`src/rtl/cacheline_adaptor.sv`:
```
// cacheline_adaptor: converts 128-bit cacheline read/write requests from the
// L1 cache into 4-beat, 32-bit burst transactions to physical memory. It
// returns a one-cycle pmem_resp once the whole line has moved.
//
// Handshake: a request (pmem_read/pmem_write) is held by the cache until
// pmem_resp. On the memory side, one beat moves on every cycle in which
// mem_resp is high while mem_read/mem_write is asserted. Cycles with
// mem_resp low are wait states. All outputs are registers.
module cacheline_adaptor #(
    parameter int LINE_W = 128,
    parameter int BEAT_W = 32,
    parameter int BEATS  = LINE_W / BEAT_W
) (
    input  logic              clk,
    input  logic              rst_n,
    input  logic              pmem_read,
    input  logic              pmem_write,
    input  logic [15:0]       pmem_address,
    input  logic [LINE_W-1:0] pmem_wdata,
    output logic              pmem_resp,
    output logic [LINE_W-1:0] pmem_rdata,
    output logic [15:0]       mem_address,
    output logic              mem_read,
    output logic              mem_write,
    output logic [BEAT_W-1:0] mem_burst_o,
    input  logic [BEAT_W-1:0] mem_burst_i,
    input  logic              mem_resp
);

    localparam int CNT_W = (BEATS > 1) ? $clog2(BEATS) : 1;
    localparam logic [CNT_W-1:0] LAST_BEAT = CNT_W'(BEATS - 1);

    typedef enum logic [1:0] {
        IDLE = 2'd0,
        RD   = 2'd1,
        WR   = 2'd2,
        RESP = 2'd3
    } state_t;

    state_t            r_state;
    logic [CNT_W-1:0]  r_cnt;
    logic [LINE_W-1:0] r_line;     // write line, frozen for the whole burst
    logic [CNT_W-1:0]  w_next_cnt;
    logic [15:0]       w_line_addr;

    assign w_next_cnt  = r_cnt + CNT_W'(1);
    // Clear the byte-in-line offset so the burst starts on a line boundary.
    assign w_line_addr = pmem_address & 16'hFFF0;

    // Single FSM: sequences the bursts and drives every output as a register.
    always_ff @(posedge clk or negedge rst_n) begin
        if (!rst_n) begin
            r_state     <= IDLE;
            r_cnt       <= '0;
            r_line      <= '0;
            pmem_resp   <= 1'b0;
            pmem_rdata  <= '0;
            mem_address <= '0;
            mem_read    <= 1'b0;
            mem_write   <= 1'b0;
            mem_burst_o <= '0;
        end else begin
            pmem_resp <= 1'b0;
            case (r_state)
                IDLE: begin
                    // Writeback wins over fill when both are requested.
                    if (pmem_write) begin
                        r_line      <= pmem_wdata;
                        mem_address <= w_line_addr;
                        r_cnt       <= '0;
                        mem_write   <= 1'b1;
                        mem_burst_o <= pmem_wdata[BEAT_W-1:0];
                        r_state     <= WR;
                    end else if (pmem_read) begin
                        mem_address <= w_line_addr;
                        r_cnt       <= '0;
                        mem_read    <= 1'b1;
                        r_state     <= RD;
                    end
                end
                RD: begin
                    if (mem_resp) begin
                        // Assemble the fill directly in the output register.
                        pmem_rdata[r_cnt*BEAT_W +: BEAT_W] <= mem_burst_i;
                        if (r_cnt == LAST_BEAT) begin
                            r_cnt     <= '0;
                            mem_read  <= 1'b0;
                            pmem_resp <= 1'b1;
                            r_state   <= RESP;
                        end else begin
                            r_cnt <= w_next_cnt;
                        end
                    end
                end
                WR: begin
                    if (mem_resp) begin
                        if (r_cnt == LAST_BEAT) begin
                            r_cnt     <= '0;
                            mem_write <= 1'b0;
                            pmem_resp <= 1'b1;
                            r_state   <= RESP;
                        end else begin
                            // Present the next beat on the cycle after the handshake.
                            r_cnt       <= w_next_cnt;
                            mem_burst_o <= r_line[w_next_cnt*BEAT_W +: BEAT_W];
                        end
                    end
                end
                RESP: begin
                    r_state <= IDLE;
                end
                default: begin
                    r_state <= IDLE;
                end
            endcase
        end
    end

endmodule

```
`config.mk`:
```
export PLATFORM = sky130hd
export DESIGN_NAME = cacheline_adaptor
export DESIGN_NICKNAME = d
export VERILOG_FILES = /design/src/rtl/cacheline_adaptor.sv
export SDC_FILE = /design/constraint.sdc
export NUM_CORES = 1
export LEC_CHECK = 0
export ABC_AREA = 0
export ABC_CLOCK_PERIOD_IN_PS = 7050
export CAP_MARGIN = 15
export CELL_PAD_IN_SITES_DETAIL_PLACEMENT = 0
export CELL_PAD_IN_SITES_GLOBAL_PLACEMENT = 1
export CORE_MARGIN = 4
export CORE_UTILIZATION = 41
export DETAILED_ROUTE_END_ITERATION = 12
export HOLD_SLACK_MARGIN = 0.08
export MAX_ROUTING_LAYER = met4
export PLACE_DENSITY_LB_ADDON = 0.1
export SLEW_MARGIN = 20
export SYNTH_ARGS = -nofsm -noshare
export SYNTH_HDL_FRONTEND = slang
export SYNTH_SLANG_ARGS = --single-unit
```
`constraint.sdc`:
```
create_clock -name clk -period 7.05 [get_ports clk]
set_clock_uncertainty 0.2 [all_clocks]
set_input_delay 1.41 -clock clk [delete_from_list [all_inputs] [get_ports clk]]
set_output_delay 1.41 -clock clk [all_outputs]
set_load 0.005 [all_outputs]
```
; Word level (Yosys, flattened, before mapping)
; Index checks and enable logic that the tools add are counted.
[word_totals]
ff_bits = 311
latchBits = 0
ramBits = 0
romBits = 0
in_bits = 181
wordCells = 70
n_memories = 0
[op_classes]
addsub = 2
n_mul = 0
div = 0
order_cmp = 0
n_eq_ne = 15
shift = 3
n_mux = 27
bitwise_logic = 0
reduce_logical = 14
[ops]
columns = operator, count
row1 = 128-bit bitwise mux, 1
row2 = "32-bit by 34-bit variable shift with 128-bit output, first input constant", 1
row3 = 128-bit by 8-bit variable part select with 32-bit output, 1
row4 = 32-bit by 34-bit variable part select with 128-bit output, 1
row5 = 32-bit two-way mux, 3
row6 = 32-bit one-hot mux with 2 select lines, 1
row7 = 7-bit negator with 34-bit output, 1
row8 = 16-bit two-way mux, 2
row9 = 2-bit two-way mux, 8
row10 = "2-bit != test, second input constant", 8
row11 = 1-bit two-way mux, 8
row12 = 4-bit AND reduction, 2
row13 = 2-bit nonzero test, 4
row14 = "2-bit equality test, second input constant", 3
row15 = 2-bit one-hot mux with 3 select lines, 1
row16 = 2-bit AND reduction, 3
row17 = 3-bit AND reduction, 2
row18 = 5-bit AND reduction, 1
row19 = "2-bit by 1-bit != test with 1-bit output, second input constant", 2
row20 = 1-bit one-hot mux with 2 select lines, 2
row21 = 2-bit one-hot mux with 2 select lines, 1
row22 = "3-bit != test, second input constant", 1
row23 = "2-bit by 1-bit adder with 2-bit output, second input constant", 1
row24 = "2-bit by 1-bit equality test with 1-bit output, second input constant", 1
row25 = other kinds (2), 2

; Depth between registers and ports, before layout
[logic_depth]
ltp_word = 5
depth_mapped = 9
depth_no_buf = 5

; Least setup slack after synthesis
; OpenSTA, ideal clock, no wires.
[synth_timing]
kind = input to register
startpoint = input port pmem_write
endpoint = register mem_burst_o[10]
setup_ps = 126
t_arrival_ps = 2400
slack_ps = 4324
stages = 5
path_cell_list = mux2_4 > and3_1 > buf_2 > buf_6 > a221o_1
[synth_via]
elab_chain_cells = 2
[synth_lines]
columns = element, line_no
row1 = "start, declared", 17  ; input logic pmem_write,
row2 = 2-bit != test (no source line), -
row3 = 4-bit AND reduction (no source line), -
row4 = "end signal, assigned", 72  ; mem_burst_o <= pmem_wdata[BEAT_W-1:0];
row5 = "end signal, assigned", 105  ; mem_burst_o <= r_line[w_next_cnt*BEAT_W +: BEAT_W];
row6 = "end, declared", 25  ; output logic [BEAT_W-1:0] mem_burst_o,
; Every way passes these cells.
; A chain may end at the register's enable or synchronous reset.

; Final worst setup path
[layout_timing]
startpoint = input port mem_resp
endpoint = register pmem_rdata[105]
[layout_via]
elab_chain_cells = 1
[layout_lines]
columns = element, line_no
row1 = "start, declared", 27  ; input logic mem_resp
row2 = 2-bit AND reduction (no source line), -
row3 = "end signal, assigned by index", 84  ; pmem_rdata[r_cnt*BEAT_W +: BEAT_W] <= mem_burst_i;
row4 = "end, declared", 21  ; output logic [LINE_W-1:0] pmem_rdata,
; Every way passes these cells.

==> run metrics <==
Worst path top cell family by delay=simple AND/OR/NAND/NOR gates; Hold Vio Cnt, Final=0; Max IR drop VDD=0.250 mV; gr ovfl total=0; Core ar.=0.0305 mm²; Total GRT Usage=21.1%; Logic pwr share=35.9%; Final Setup Violations=0; Hold/Removal Path Class=reg2reg; CTS Sinks=307; Slowest-stage cell, CP=nor4_2; Post-CTS Hold Buffers=0; Slew headroom=27.5%; CTS Buf Count=35; total power=7.24 mW; Pwr per Cell Area=409 mW/mm²; Reg clk slew, reported paths=0.05 ns; Switching Fraction=28.5%; fmax=254 MHz; Leakage=7.65 nW; initial antenna violation count=5; Final Non-Filler Cells=1637; clk root buf=clkbuf_16; dpl hpwl=23.4 mm; largest net degree at the start of global routing=113; post-route setup TNS=0 ns; crit-path max cell delay=1.04 ns; Critical Path AT=4.17 ns; Mapped Cells=869; placer congestion estimate=0.774; remaining antenna violation count=0; placed cells=1566; Layout Nets=1401; r2r endpoint=pmem_rdata[5]; Hold Slack=0.278 ns; TritonCTS clock tree=built; status=finished clean; chip height=184 µm; detailed-route via count=8683; critical path type=in2reg; 1st-pass router iterations=4; Worst Reg-to-Reg Cells=5; max-slew violation count=0; Top FF cell, synth=dfrtp_1; port bufs=351; CTS H-tree depth=2; yosys warns=0; period utilization=55.9%; sequential share of power=38.4%; syn avg cell area=14.5 µm²; asr flop ratio synth=100%; CTS resizes=0; Die W=184 µm; CP Data Required Time=7.28 ns; die area=0.0337 mm²; final core occ=58.1%; actual slew at the worst max-slew pin=1.09 ns; Crit. Startpoint=mem_resp; post-CTS setup buffers=0; Post-synth EDFFs=0; CP Capture Type=register; critical path depth=4; unrepaired setup endpoints after global routing=no; Residual DRC=0; clock share of power=25.7%; switching power=2.07 mW; FF-to-FF setup slack=3.83 ns; routed len/inst=21.5 µm; critical-path cell list=clkdlybuf4s50_1 > nand3_2 > nor4_2 > a22o_1; Vias/cell=5.30; crit-path max FO=34; Reg2Reg Launch Point=r_cnt[0]; final WL=35.2 mm; post-synthesis cell area=0.0126 mm²; first-pass GRT wire length=54.2 mm; Synth Register Bits=307; CTS Buffer Depth=3; Bufs and invs on worst path=1; sequential-to-total area share from yosys stat=60.8%; clock latency on the worst-skew pair=0.50 ns; area grow syn2layout=40.2%; internal power=5.18 mW; number of global-route vias before repair=9101; CP startpoint kind=primary input; Worst Setup EP=pmem_rdata[105]; library cells used by synthesis=39; Initial Util=41.4%; Max-Cap Viols=0; Period minus WS final=3.94 ns; I/O pin total=360; layout cells sized above 1=20.2%; num rows=64; DR iter-0 viols=346
registers in the layout (all words and copies together) (netlist names):
name and count:
mem_write 1, pmem_rdata 128, pmem_resp 1, mem_address 12
mem_read 1, r_cnt 2, r_state 2, mem_burst_o 32
r_line 128
worst register-to-register path, cell delays in order (launching register included):
cell and delay (ns):
dfrtp_2 0.59, inv_1 0.19, ha_2 0.71, nor4b_4 0.84, buf_4 0.43, a22o_1 0.19
worst min-delay path by stage:
stage,startpoint,end,slack [ns],cells past startpoint
2_1_floorplan,r_line[0],r_line[0],0.27,1
3_3_place_gp,pmem_rdata[83],pmem_rdata[83],0.26,2
3_5_place_dp,pmem_rdata[79],pmem_rdata[79],0.27,2
4_1_cts,pmem_rdata[79],pmem_rdata[79],0.28,2
5_1_grt,pmem_rdata[78],pmem_rdata[78],0.30,2
6_report,pmem_rdata[79],pmem_rdata[79],0.28,2
metrics by stage:
step	worst slack, ns	area, µm²
global placement	2.39	16500
global route	2.89	17700
finish	3.11	17700
CTS	2.90	17700
floorplan	4.32	12600
detailed placement	2.36	16500
layer usage:
metal  up-vias  GRT usage (%)  share of wire, %
met5         -              -                 0
met4         0           5.39               2.4
met3        61           6.77               9.0
met2       299           32.7                47
met1      4398           27.1                41
li1       3925              -                 -
power by group through the flow:
stage          registers (mW)  clock network (mW)  logic [mW]
4_1_cts                  2.78                1.92        2.66
5_1_grt                  2.86                1.99        2.83
3_3_place_gp             2.78                   0        2.60
6_report                 2.78                1.86        2.60
3_5_place_dp             2.81                   0        2.65
2_1_floorplan            2.73                   0        1.58
cells in the mapped netlist, types with 2 or more instances:
cell | number | area (µm²)
inv_1 | 10 | 37.5
mux4_1 | 11 | 289
dfrtp_1 | 307 | 7680
buf_4 | 6 | 45.0
a22o_1 | 93 | 815
mux2_2 | 142 | 1600
a221o_1 | 32 | 320
nand2_1 | 73 | 274
buf_6 | 7 | 78.8
nor2_1 | 2 | 7.51
mux4_2 | 21 | 473
mux2i_1 | 3 | 30.0
ha_1 | 11 | 138
o21ai_0 | 35 | 175
buf_2 | 25 | 125
and3_1 | 34 | 213
clkbuf_1 | 27 | 101
nand3_1 | 4 | 20.0
o21ai_1 | 6 | 30.0
cells in the final DEF, fill, tap and decap left out, types with 21 or more instances in the layout:
master	count
a221o_1	32
a22o_1	93
and3_1	33
clkbuf_16	37
clkdlybuf4s50_1	350
dfrtp_1	306
mux2_2	142
mux4_2	21
nand2_1	72
o21ai_0	35
layout make-up:
| class | instances | area [µm²] |
|---|---|---|
| antenna | 7 | 17.5 |
| clock buffer | 54 | 1080 |
| clock inverter | 8 | 115 |
| fill | 2538 | 12800 |
| inverter | 10 | 37.5 |
| multi-input combinational | 488 | 4620 |
| sequential | 307 | 7680 |
| tap | 396 | 495 |
| timing repair buffer | 367 | 3670 |
cell families (layout without fill, tap and decap cells):
logic type                 after synthesis  count (layout)  share of synthesized area (%)
buffers and inverters                   77             439                           3.14
muxes                                  178             178                           19.0
other                                    1              11                         0.0297
DFF                                    307             307                           60.8
AOI/OAI and AO/OA                      171             171                           10.9
and+or+nand+nor                        124             124                           4.99
adders and majority gates               11              11                           1.09
(Power assumes the default switching activity.)
